**src/rtl/tt_memop_sync_resp_if.sv**
```systemverilog
// Signal bundle for the vector memop sync responder. The slave side is the
// responder itself and the master side is whoever drives the traffic events.
interface tt_memop_sync_resp_if #(
  parameter int LD_CNT_W = 6,
  parameter int ST_CNT_W = 5
);
  logic                i_memop_sync_start;
  logic                i_ld_issue;
  logic                i_ld_resp;
  logic                i_st_data_valid;
  logic                i_st_drain;
  logic                o_memop_sync_end;
  logic                o_st_credit;
  logic                o_busy;
  logic [LD_CNT_W-1:0] o_ld_outstanding;
  logic [ST_CNT_W-1:0] o_st_occupancy;
  logic                o_err;

  modport slave (
    input  i_memop_sync_start, i_ld_issue, i_ld_resp, i_st_data_valid, i_st_drain,
    output o_memop_sync_end, o_st_credit, o_busy, o_ld_outstanding, o_st_occupancy, o_err
  );

  modport master (
    output i_memop_sync_start, i_ld_issue, i_ld_resp, i_st_data_valid, i_st_drain,
    input  o_memop_sync_end, o_st_credit, o_busy, o_ld_outstanding, o_st_occupancy, o_err
  );
endinterface

```
**src/rtl/tt_memop_sync_resp.sv**
```systemverilog
// Core-side memop sync responder: counts outstanding loads and store-buffer
// occupancy, answers each sync-start with a sync-end once traffic has drained.
module tt_memop_sync_resp #(
  parameter int LD_CNT_W   = 6,
  parameter int ST_ENTRIES = 16,
  parameter int ST_CNT_W   = 5
) (
  input  logic i_clk,
  input  logic i_reset_n,
  tt_memop_sync_resp_if.slave bus
);

  typedef enum logic [1:0] {
    S_IDLE,
    S_WAIT,
    S_END
  } state_t;

  localparam logic [LD_CNT_W-1:0] LD_MAX  = '1;
  localparam logic [ST_CNT_W-1:0] ST_FULL = ST_CNT_W'(ST_ENTRIES);

  state_t              state_q, state_d;
  logic [LD_CNT_W-1:0] ld_q, ld_d;
  logic [ST_CNT_W-1:0] occ_q, occ_d;
  logic                credit_q, credit_d;
  logic                err_q, err_d;
  logic                ld_err, st_err, start_err;
  logic                drained;

  // Load counter; simultaneous issue and response cancel without error.
  always_comb begin
    ld_d   = ld_q;
    ld_err = 1'b0;
    case ({bus.i_ld_issue, bus.i_ld_resp})
      2'b10: begin
        if (ld_q == LD_MAX) ld_err = 1'b1;
        else                ld_d   = ld_q + LD_CNT_W'(1);
      end
      2'b01: begin
        if (ld_q == '0) ld_err = 1'b1;
        else            ld_d   = ld_q - LD_CNT_W'(1);
      end
      default: ;
    endcase
  end

  // Store occupancy; any drain that is not an underflow earns a credit.
  always_comb begin
    occ_d    = occ_q;
    st_err   = 1'b0;
    credit_d = 1'b0;
    case ({bus.i_st_data_valid, bus.i_st_drain})
      2'b10: begin
        if (occ_q == ST_FULL) st_err = 1'b1;
        else                  occ_d  = occ_q + ST_CNT_W'(1);
      end
      2'b01: begin
        if (occ_q == '0) begin
          st_err = 1'b1;
        end else begin
          occ_d    = occ_q - ST_CNT_W'(1);
          credit_d = 1'b1;
        end
      end
      2'b11:   credit_d = 1'b1;
      default: ;
    endcase
  end

  // Drained is judged on the counts as they will stand after this edge,
  // so the final decrement moves WAIT straight to END.
  assign drained = (ld_d == '0) && (occ_d == '0) &&
                   !bus.i_ld_issue && !bus.i_st_data_valid;

  always_comb begin
    state_d   = state_q;
    start_err = 1'b0;
    case (state_q)
      S_IDLE: begin
        if (bus.i_memop_sync_start) state_d = S_WAIT;
      end
      S_WAIT: begin
        start_err = bus.i_memop_sync_start;
        if (drained) state_d = S_END;
      end
      S_END: begin
        start_err = bus.i_memop_sync_start;
        state_d   = S_IDLE;
      end
      default: state_d = S_IDLE;
    endcase
  end

  assign err_d = err_q | ld_err | st_err | start_err;

  always_ff @(posedge i_clk or negedge i_reset_n) begin
    if (!i_reset_n) begin
      state_q  <= S_IDLE;
      ld_q     <= '0;
      occ_q    <= '0;
      credit_q <= 1'b0;
      err_q    <= 1'b0;
    end else begin
      state_q  <= state_d;
      ld_q     <= ld_d;
      occ_q    <= occ_d;
      credit_q <= credit_d;
      err_q    <= err_d;
    end
  end

  assign bus.o_memop_sync_end = (state_q == S_END);
  assign bus.o_busy           = (state_q != S_IDLE);
  assign bus.o_st_credit      = credit_q;
  assign bus.o_ld_outstanding = ld_q;
  assign bus.o_st_occupancy   = occ_q;
  assign bus.o_err            = err_q;

endmodule
```
**src/flat_wrapper.sv**
```systemverilog
// flat-port wrapper written by rule: the top's interface ports become plain ports
module tt_memop_sync_resp_flat 
#(
  parameter int LD_CNT_W   = 6,
  parameter int ST_ENTRIES = 16,
  parameter int ST_CNT_W   = 5
)
  (i_clk, i_reset_n, bus_i_memop_sync_start, bus_i_ld_issue, bus_i_ld_resp, bus_i_st_data_valid, bus_i_st_drain, bus_o_memop_sync_end, bus_o_st_credit, bus_o_busy, bus_o_ld_outstanding, bus_o_st_occupancy, bus_o_err);
  tt_memop_sync_resp_if #(.LD_CNT_W(LD_CNT_W), .ST_CNT_W(ST_CNT_W)) bus_i ();
  input  logic i_clk;
  input  logic i_reset_n;
  input wire logic [$bits(bus_i.i_memop_sync_start)-1:0] bus_i_memop_sync_start;
  input wire logic [$bits(bus_i.i_ld_issue)-1:0] bus_i_ld_issue;
  input wire logic [$bits(bus_i.i_ld_resp)-1:0] bus_i_ld_resp;
  input wire logic [$bits(bus_i.i_st_data_valid)-1:0] bus_i_st_data_valid;
  input wire logic [$bits(bus_i.i_st_drain)-1:0] bus_i_st_drain;
  output wire logic [$bits(bus_i.o_memop_sync_end)-1:0] bus_o_memop_sync_end;
  output wire logic [$bits(bus_i.o_st_credit)-1:0] bus_o_st_credit;
  output wire logic [$bits(bus_i.o_busy)-1:0] bus_o_busy;
  output wire logic [$bits(bus_i.o_ld_outstanding)-1:0] bus_o_ld_outstanding;
  output wire logic [$bits(bus_i.o_st_occupancy)-1:0] bus_o_st_occupancy;
  output wire logic [$bits(bus_i.o_err)-1:0] bus_o_err;
  assign bus_i.i_memop_sync_start = bus_i_memop_sync_start;
  assign bus_i.i_ld_issue = bus_i_ld_issue;
  assign bus_i.i_ld_resp = bus_i_ld_resp;
  assign bus_i.i_st_data_valid = bus_i_st_data_valid;
  assign bus_i.i_st_drain = bus_i_st_drain;
  assign bus_o_memop_sync_end = bus_i.o_memop_sync_end;
  assign bus_o_st_credit = bus_i.o_st_credit;
  assign bus_o_busy = bus_i.o_busy;
  assign bus_o_ld_outstanding = bus_i.o_ld_outstanding;
  assign bus_o_st_occupancy = bus_i.o_st_occupancy;
  assign bus_o_err = bus_i.o_err;
  tt_memop_sync_resp #(.LD_CNT_W(LD_CNT_W), .ST_ENTRIES(ST_ENTRIES), .ST_CNT_W(ST_CNT_W)) u_core (.i_clk(i_clk), .i_reset_n(i_reset_n), .bus(bus_i));
endmodule
```
**config.mk**
```make
export PLATFORM = sky130hd
export DESIGN_NAME = tt_memop_sync_resp_flat
export DESIGN_NICKNAME = d
export VERILOG_FILES = /design/src/rtl/tt_memop_sync_resp_if.sv /design/src/rtl/tt_memop_sync_resp.sv /design/src/flat_wrapper.sv
export SDC_FILE = /design/constraint.sdc
export NUM_CORES = 1
export LEC_CHECK = 0
export ABC_AREA = 1
export CORE_MARGIN = 4
export CORE_UTILIZATION = 25
export CTS_CLUSTER_SIZE = 10
export DETAILED_ROUTE_END_ITERATION = 6
export GPL_TIMING_DRIVEN = 0
export PLACE_DENSITY_LB_ADDON = 0.1
export SLEW_MARGIN = 20
export SYNTH_ARGS = -nofsm -noshare
export SYNTH_HDL_FRONTEND = slang
export SYNTH_SLANG_ARGS = --single-unit
```
**constraint.sdc**
```tcl
create_clock -name i_clk -period 1.8 [get_ports i_clk]
set_clock_uncertainty 0.05 [all_clocks]
set_input_delay 0.18 -clock i_clk [delete_from_list [all_inputs] [get_ports i_clk]]
set_output_delay 0.18 -clock i_clk [all_outputs]
set_load 0.01 [all_outputs]
```
==> results.sh, run 1 <==
export IMPL_vias=1377
export IMPL_area_growth_pct=41.92
export IMPL_gr_usage_all_layers_pct=11.51
export IMPL_yosys_cell_types_count=22
export IMPL_routabilityCongestion=0.7831
export IMPL_grt_pass1_wl_um=6644
export IMPL_ir_worst_vdd_mv=0.4260
export IMPL_path_clk_slew_ps=70
export IMPL_yosysSeqAreaShare_pct=26.64
export IMPL_nNetsFinal=265
export IMPL_die_h_um=83.07
export IMPL_fmax_mhz=546.7
export IMPL_reg2reg_from="u_core.bus.o_ld_outstanding[0]"
export IMPL_worst_slack_ps=-29.16
export IMPL_worstPathRequired_ps=1900
export IMPL_crit_start="u_core.bus.o_ld_outstanding[0]"
export IMPL_fin_cells=315
export IMPL_wl_per_cell_um=11.98
export IMPL_grt_overflow=0
export IMPL_period_needed_ps=1829
export IMPL_synth_area_top_cells="dfrtp_1 (27%), nand2_1 (17%), ha_1 (12%)"
export IMPL_cts_hold_buf=0
export IMPL_drc=0
export IMPL_period_share_pct=101.6
export IMPL_arrival_ps=1930
export IMPL_slew_viol_final=0
export IMPL_clock_latency_ps=250
export IMPL_cp_end_kind="flip-flop"
export IMPL_r2r_slack_ps=-30
export IMPL_crit_family="simple AND/OR/NAND/NOR gates"
export IMPL_hold_viol_final=0
export IMPL_power_leakage_uw=0.0009691
export IMPL_syn_num_nets=227
export IMPL_hold_class="in -> reg"
export IMPL_die_area_um2=6901
export IMPL_rr_endpoint="u_core.state_q[1]"
export IMPL_min_from="bus_i_st_drain"
export IMPL_antenna_found_initial=0
export IMPL_htree_levels=1
export IMPL_status="finished, violations left"
export IMPL_ios=22
export IMPL_crit_chain="ha_4 -> nand2_2 -> nor2_4 -> nand3_2 -> nand3_2 -> nand2_1 -> nand2_2 -> nor2_2 -> nand3_2 -> nor2_2 -> nand2_1 -> nand2_2 -> nand2_2 -> nand2_1 -> nand2_1"
export IMPL_dr_pass1_iters=4
export IMPL_finalSetupViolCount=2
export IMPL_core_area_um2=5473
export IMPL_port_buffers=21
export IMPL_critPathLaunchType="flip-flop"
export IMPL_slowest_delay_ps=460
export IMPL_whs_path_depth=3
export IMPL_ys_ff_latch=15
export IMPL_finalWirelength_um=3774
export IMPL_cts_buffer_depth=2
export IMPL_failed_checks="setup timing"
export IMPL_rsz0062_at_grt="true"
export IMPL_powerDensity_nw_per_um2=1156
export IMPL_min_to="u_core.bus.o_st_credit"
export IMPL_diodes=0
export IMPL_cap_violations=0
export IMPL_die_w_um=83.07
export IMPL_syn_area_um2=1409
export IMPL_ant_nets=0
export IMPL_place_ws_ps=-556.3
export IMPL_slew_limit_headroom_pct=51.90
export IMPL_drtIter0Drc=47
export IMPL_via_per_inst=4.371
export IMPL_dpl_cell_count=299
export IMPL_synth_top_cell_area_share_pct=26.64
export IMPL_ff2ff_path_depth=15
export IMPL_slowest_stage="dfrtp_2"
export IMPL_drive_gt1_share_pct=33.33
export IMPL_netlist_instances=206
export IMPL_worstMarginPinSlew_ps=719.3
export IMPL_clock_sinks=15
export IMPL_cts_made_buffers=3
export IMPL_crit_buf_inv=0
export IMPL_clockRootBuffer="clkbuf_8"
export IMPL_ys_warn_count=0
export IMPL_place_hpwl_um=2772
export IMPL_worst_path_max_fanout=4
export IMPL_initial_core_util_pct=25.74
export IMPL_fp_row_count=27
export IMPL_fill_cells=608
export IMPL_cts_tree="built"
export IMPL_postSynthAreaPerCell_um2=6.839
export IMPL_path_class="reg -> reg"
export IMPL_yosysTopAreaCell="dfrtp_1"
export IMPL_grt_pass1_vias=1416
export IMPL_grt_max_degree=16
## state kept, by name, indices dropped and copies added, names as in the netlist
register                     count
u_core.state_q                   2
u_core.bus.o_err                 1
u_core.bus.o_st_credit           1
u_core.bus.o_ld_outstanding      6
u_core.bus.o_st_occupancy        5
## worst max path at each step
stage                              endpoint  slack, ps  cells after the start
after detailed placement  u_core.state_q[1]       -560                     15
after global routing      u_core.state_q[1]       -190                     14
after floorplan           u_core.state_q[0]          9                     15
after global placement    u_core.state_q[1]       -550                     15
after CTS                 u_core.state_q[1]        -40                     15
final                     u_core.state_q[1]        -30                     15
## cell families after synthesis
kind of cell    count (synthesis)  share of synthesized area [%]
simple gates                  125                          42.45
buf+inv                        38                          11.72
flops                          15                          26.64
fa+ha+maj                      14                          12.43
compound gates                 11                          4.883
xor+xnor                        3                          1.865
## worst register-to-register path: stages (launching register included)
cell,delay (ps)
dfrtp_2,460
ha_4,190
nand2_2,90
nor2_4,40
nand3_2,100
nand3_2,90
nand2_1,80
nand2_2,60
nor2_2,90
nand3_2,70
nor2_2,100
nand2_1,60
nand2_2,80
nand2_2,60
nand2_1,50
nand2_1,40
## per-stage QoR
stage	hold WS, ps	setup TNS [ps]	cell area, um2	power [uW]	util, %
after floorplan	-165.6	0	1409	1338	-
after global placement	417.3	-1277	1709	1744	31.23
after detailed placement	430.1	-1203	1709	1734	31.23
after CTS	351.6	-81.26	1903	2209	34.77
after global routing	317.9	-402.9	1999	2554	36.53
final	269.7	-53.54	1999	2311	36.53
## per-layer routing
| layer | vias to the layer above | routed length, um | GRT usage (%) |
|---|---|---|---|
| li1 | 718 | - | - |
| met1 | 626 | 1693 | 14.50 |
| met2 | 25 | 1903 | 19.97 |
| met3 | 8 | 96 | 1.389 |
| met4 | 0 | 80 | 4.309 |
| met5 | - | 0 | 0 |
## cell type report
type / instances / area [um2] / share of cell area, %
buffer: 3 / 33.78 / 1.690
clock buffer: 3 / 41.29 / 2.065
clock inverter: 1 / 5.005 / 0.2503
inverter: 35 / 133.9 / 6.696
multi-input combinational: 153 / 1010 / 50.50
sequential: 15 / 381.6 / 19.09
tap: 72 / 90.09 / 4.506
timing repair buffer: 33 / 304.0 / 15.21
## Yosys cell counts, drive strengths merged
cell type and number:
a21oi 5, buf 3, dfrtp 15, inv 34
nand3 29, nand2 68, nand4 4, or2 2
a2111o 1, xor2 3, ha 14, nor2 22
o21ai 4, clkinv 1, a31oi 1
## where the power goes
group          internal [uW]  leakage, uW  switching, uW
registers                438     0.000178            137
clock network            154    0.0000255            139
logic                    680     0.000766            763
total                   1270     0.000969           1040
## what timing repair did
| action | 4_1_cts | 5_1_grt |
|---|---|---|
| pin swaps | 8 | 14 |
| setup buffers | 7 | 5 |
| gates resized for setup | 31 | 20 |
| setup endpoints to repair | 2 | 4 |
## placed cells by master, fill, tap and decap left out
cell type	synthesis	routed
nand4_1	4	4
ha_2	0	1
inv_4	0	1
nor2_2	5	8
clkinv_2	0	1
buf_6	3	4
a31oi_2	1	1
nor2_1	15	11
inv_2	3	9
nand3_4	0	1
clkdlybuf4s50_1	0	18
o21ai_1	3	1
buf_4	0	11
a2111o_1	1	1
nand2_2	5	13
a21oi_1	5	5
nand2_1	62	53
dlygate4sd2_1	0	2
or2_2	2	2
clkinv_1	1	1
nand2_4	1	2
nand3_2	6	8
dfrtp_1	15	10
o21ai_2	0	3
nor2_4	2	3
inv_1	31	24
nand3_1	23	20
xor2_1	3	3
dfrtp_2	0	5
dlymetal6s2s_1	0	1
ha_4	0	5
ha_1	14	8
clkbuf_8	0	3
Note: power is estimated with default switching activity, not from simulation.
==> run 2, diff against run 1 <==
- CTS_CLUSTER_DIAMETER: unset -> 150
- DONT_BUFFER_PORTS: unset -> 1
==> results.sh, run 2 (synthesis gave the netlist of run 1 again) <==
export IMPL_status="finished, violations left"
export IMPL_failed_checks="setup timing"
export IMPL_htree_levels=1
export IMPL_cp_end_kind="flip-flop"
export IMPL_wl_per_cell_um=12.60
export IMPL_arrival_ps=1980
export IMPL_pwr_share_clk_pct=13.7
export IMPL_p_int_uw=1047
export IMPL_port_buffers=0
export IMPL_crit_chain="inv_2 -> ha_4 -> nand3_1 -> nand2_1 -> nand2_2 -> nand2_2 -> nand2_4 -> nor2_2 -> nand3_1 -> nor2_1 -> nand2_1 -> nand2_2 -> nand2_2 -> nand2_1 -> nand2_1"
export IMPL_finalSetupViolCount=2
export IMPL_slew_viol_final=0
export IMPL_die_area_um2=6901
export IMPL_diodes=0
export IMPL_cts_made_buffers=3
export IMPL_core_area_um2=5473
export IMPL_drtIter0Drc=31
export IMPL_ant_nets=0
export IMPL_dr_pass1_iters=4
export IMPL_area_growth_pct=22.02
export IMPL_layout_common_cells="nand2_1 (54), inv_1 (28), nand3_1 (23)"
export IMPL_worst_slack_ps=-88.63
export IMPL_clock_sinks=15
export IMPL_routabilityCongestion=0.7829
export IMPL_initial_core_util_pct=25.74
export IMPL_fp_row_count=27
export IMPL_finalWirelength_um=3616
export IMPL_crit_buf_inv=1
export IMPL_die_h_um=83.07
export IMPL_slew_limit_headroom_pct=51.87
export IMPL_drc=0
export IMPL_gr_usage_all_layers_pct=11.12
export IMPL_slowest_delay_ps=480
export IMPL_period_needed_ps=1889
export IMPL_final_common_cell="nand2_1"
export IMPL_rsz0062_at_grt="true"
export IMPL_fill_cells=594
export IMPL_place_hpwl_um=2898
export IMPL_slowest_stage="dfrtp_2"
export IMPL_worst_path_max_fanout=6
export IMPL_ir_worst_vdd_mv=0.3409
export IMPL_ios=22
export IMPL_grt_pass1_wl_um=6313
export IMPL_drive_gt1_share_pct=28.37
export IMPL_worstPathRequired_ps=1890
export IMPL_p_switching_uw=967.1
export IMPL_critPathLaunchType="flip-flop"
export IMPL_switching_share_pct=48.02
export IMPL_via_per_inst=4.233
export IMPL_fin_cells=287
export IMPL_share_comb_of_total_power_pct=54.1
export IMPL_crit_family="simple AND/OR/NAND/NOR gates"
export IMPL_cts_buffer_depth=2
export IMPL_fin_util_pct=31.41
export IMPL_worstMarginPinSlew_ps=719.6
export IMPL_nNetsFinal=237
export IMPL_fmax_mhz=529.5
export IMPL_power_leakage_uw=0.0008463
export IMPL_cts_tree="built"
export IMPL_powerDensity_nw_per_um2=1171
export IMPL_grt_pass1_vias=1313
export IMPL_largest_register_ffs=6
export IMPL_grt_overflow=0
export IMPL_path_clk_slew_ps=60
export IMPL_cap_violations=0
export IMPL_period_share_pct=104.9
export IMPL_clockRootBuffer="clkbuf_8"
export IMPL_vias=1215
export IMPL_clock_latency_ps=250
export IMPL_share_seq_of_total_power_pct=32.2
export IMPL_dpl_cell_count=278
export IMPL_hold_viol_final=0
export IMPL_antenna_found_initial=0
export IMPL_grt_max_degree=16
export IMPL_path_class="reg -> reg"
export IMPL_die_w_um=83.07
export IMPL_hold_class="in -> reg"
-- run 2: metal layers --
metal  vias to the layer above  wire (um)  global-route usage (%)
met5                         -          0                       0
met4                         0         37                   2.675
met2                        17       1803                   20.12
met3                         2        159                   2.877
li1                        657          -                       -
met1                       539       1616                   13.00
-- run 2: power by group through the flow --
stage	logic [uW]	clock network, uW	registers, uW
CTS	1080	291	654
floorplan	771	0	567
detailed placement	926	0	623
global route	1250	312	673
finish	1090	275	649
global placement	924	0	628
-- run 2: through the flow --
step	total power [uW]	worst slack [ps]	area [um2]	hold WS [ps]	TNS, ps
after floorplan	1338	8.548	1409	-165.6	0
after global placement	1553	-360.1	1499	-165.0	-718.5
after detailed placement	1549	-348.5	1499	-164.9	-688.3
after CTS	2029	-118.5	1684	18.90	-236.2
after global routing	2239	-311.7	1719	8.571	-604.7
final	2014	-88.63	1719	24.61	-176.1
-- run 2: layout make-up --
class | instances | area, um2 | area share (%)
Multi-Input combinational cell | 153 | 994.7 | 57.86
Tap cell | 72 | 90.09 | 5.240
Inverter | 35 | 131.4 | 7.642
Clock buffer | 4 | 45.04 | 2.620
Buffer | 3 | 33.78 | 1.965
Sequential cell | 15 | 384.1 | 22.34
Timing Repair Buffer | 5 | 40.04 | 2.329
-- run 2: worst register-to-register path, cell delays in order (launching register included) --
cell and delay [ps]:
dfrtp_2 480, inv_2 110, ha_4 180, nand3_1 100
nand2_1 90, nand2_2 60, nand2_2 70, nand2_4 50
nor2_2 100, nand3_1 70, nor2_1 120, nand2_1 80
nand2_2 80, nand2_2 50, nand2_1 50, nand2_1 40
-- run 2: what timing repair did --
| item | CTS | global route |
|---|---|---|
| endpoints found under the hold margin | 15 | 0 |
| pin swaps | 11 | 5 |
| endpoints found under the setup margin | 2 | 2 |
| setup buffers | 3 | 1 |
| resized for setup | 32 | 6 |
| hold buffers | 1 | 0 |
-- run 2: worst paths after layout --
path	cells past startpoint	slack (ps)	start	to
worst max register to register	15	-90	u_core.bus.o_st_occupancy[1]	u_core.state_q[0]
max in group asynchronous	1	820	i_reset_n	u_core.bus.o_ld_outstanding[0]
worst min register to register	2	460	u_core.state_q[1]	u_core.state_q[1]
min in group asynchronous	1	380	i_reset_n	u_core.bus.o_ld_outstanding[3]
worst min-delay path	1	20	bus_i_memop_sync_start	u_core.bus.o_err
worst max-delay path	15	-90	u_core.bus.o_st_occupancy[1]	u_core.state_q[0]
==> run 3, diff against run 2 <==
- SETUP_SLACK_MARGIN: unset -> 0.2
==> results.sh, run 3 (synthesis gave the netlist of run 1 again) <==
export IMPL_crit_buf_inv=1
export IMPL_place_ws_ps=-136.2
export IMPL_grt_max_degree=16
export IMPL_crit_family="simple AND/OR/NAND/NOR gates"
export IMPL_fp_row_count=27
export IMPL_htree_levels=1
export IMPL_finalSetupViolCount=2
export IMPL_cpMostUsedCell="nand2_1"
export IMPL_crit_start="u_core.bus.o_st_occupancy[0]"
export IMPL_routabilityCongestion=0.8009
export IMPL_via_per_inst=4.437
export IMPL_cts_tree="built"
export IMPL_critPathLaunchType="flip-flop"
export IMPL_rr_endpoint="u_core.state_q[1]"
export IMPL_reg2reg_from="u_core.bus.o_st_occupancy[0]"
export IMPL_nNetsFinal=236
export IMPL_slew_viol_final=0
export IMPL_grt_pass1_vias=1219
export IMPL_period_share_pct=107.8
export IMPL_drc=0
export IMPL_slowest_delay_ps=490
export IMPL_cp_end_kind="flip-flop"
export IMPL_arrival_ps=2030
export IMPL_clock_latency_ps=250
export IMPL_clockRootBuffer="clkbuf_8"
export IMPL_path_clk_slew_ps=60
export IMPL_power_leakage_uw=0.0008478
export IMPL_gr_usage_all_layers_pct=10.55
export IMPL_diodes=0
export IMPL_die_w_um=83.07
export IMPL_cap_violations=0
export IMPL_clock_sinks=15
export IMPL_crit_chain="inv_2 -> ha_4 -> nand3_4 -> nand2_4 -> nand2_1 -> nand2_2 -> nand2_4 -> nor2_2 -> nand3_1 -> nor2_1 -> nand2_1 -> nand2_2 -> nand2_2 -> nand2_1 -> nand2_1"
export IMPL_area_growth_pct=23.00
export IMPL_drtIter0Drc=56
export IMPL_finalWirelength_um=3634
export IMPL_wl_per_cell_um=12.71
export IMPL_worst_slack_ps=-139.9
export IMPL_rsz0062_at_grt="true"
export IMPL_final_common_cell="nand2_1"
export IMPL_slowest_stage="dfrtp_2"
export IMPL_worstMarginPinSlew_ps=696.3
export IMPL_core_area_um2=5473
export IMPL_port_buffers=0
export IMPL_vias=1269
export IMPL_min_to="u_core.bus.o_err"
export IMPL_hold_class="in -> reg"
export IMPL_ant_nets=0
export IMPL_fin_util_pct=31.66
export IMPL_ios=22
export IMPL_worst_path_max_fanout=6
export IMPL_path_class="reg -> reg"
export IMPL_fin_cells=286
export IMPL_drive_gt1_share_pct=31.31
export IMPL_initial_core_util_pct=25.74
export IMPL_cts_buffer_depth=2
export IMPL_setup_tns_ps=-275.7
export IMPL_ir_worst_vdd_mv=0.5532
export IMPL_period_needed_ps=1940
export IMPL_failed_checks="setup timing"
export IMPL_powerDensity_nw_per_um2=1191
export IMPL_dpl_cell_count=278
export IMPL_layout_common_cells="nand2_1 (51), inv_1 (26), nand3_1 (21)"
export IMPL_antenna_found_initial=0
export IMPL_worstPathRequired_ps=1890
export IMPL_status="finished, violations left"
export IMPL_grt_overflow=0
export IMPL_largest_register_ffs=6
export IMPL_place_hpwl_um=2856
export IMPL_die_area_um2=6901
export IMPL_min_from="bus_i_memop_sync_start"
export IMPL_ff2ff_path_depth=15
export IMPL_dr_pass1_iters=4
export IMPL_whs_path_depth=1
export IMPL_grt_pass1_wl_um=5975
export IMPL_die_h_um=83.07
export IMPL_r2r_slack_ps=-140
export IMPL_cts_made_buffers=3
export IMPL_slew_limit_headroom_pct=53.43
export IMPL_fmax_mhz=515.5
export IMPL_hold_viol_final=0
-- run 3: changes by cell type in the layout (fill, tap and decap cells not counted), moves of 2 or more --
cell     before  now
nand2_1      54   51
dfrtp_1       8   10
dfrtp_2       7    5
inv_1        28   26
inv_2         6    8
nand2_2      11   13
nand3_1      23   21
nand3_2       4    6
nor2_2        4    6
-- run 3: per-layer routing --
| metal | wire [um] | global-route usage (%) |
|---|---|---|
| met1 | 1675 | 13.69 |
| met2 | 1764 | 17.06 |
| met3 | 171 | 3.770 |
| met4 | 23 | 1.783 |
| met5 | 0 | 0 |
-- run 3: area by class of cell --
type | instances | area (um2)
Inverter | 35 | 131.4
Fill cell | 632 | 3740
Multi-Input combinational cell | 153 | 1018
Clock buffer | 4 | 45.04
Buffer | 3 | 33.78
Tap cell | 72 | 90.09
Timing Repair Buffer | 4 | 32.53
Sequential cell | 15 | 381.6
-- run 3: metrics by stage --
step	cell area (um2)	power [uW]	hold slack, ps
CTS	1640	1969	6.663
finish	1733	2064	14.55
global placement	1560	1657	-165.2
floorplan	1470	1432	-165.6
detailed placement	1560	1650	-165.0
global route	1733	2273	12.36
-- run 3: where the power goes --
part / internal [uW] / switching (uW) / total [uW]
logic: 466 / 670 / 1140
registers: 437 / 217 / 654
clock network: 157 / 118 / 275
-- run 3: worst max-delay path by stage --
| stage | end | slack [ps] | cells past startpoint |
|---|---|---|---|
| global route | u_core.state_q[1] | -340 | 15 |
| finish | u_core.state_q[1] | -140 | 15 |
| floorplan | u_core.state_q[0] | 140 | 17 |
| detailed placement | u_core.state_q[1] | -140 | 14 |
| global placement | u_core.state_q[1] | -160 | 14 |
| CTS | u_core.state_q[0] | -110 | 14 |
-- run 3: what timing repair did --
item / 4_1_cts / 5_1_grt
pin swaps: 0 / 12
hold buffers: 1 / 0
setup endpoints to repair: 2 / 2
gates resized for setup: 3 / 22
setup buffers: 1 / 2
endpoints found under the hold margin: 15 / 0
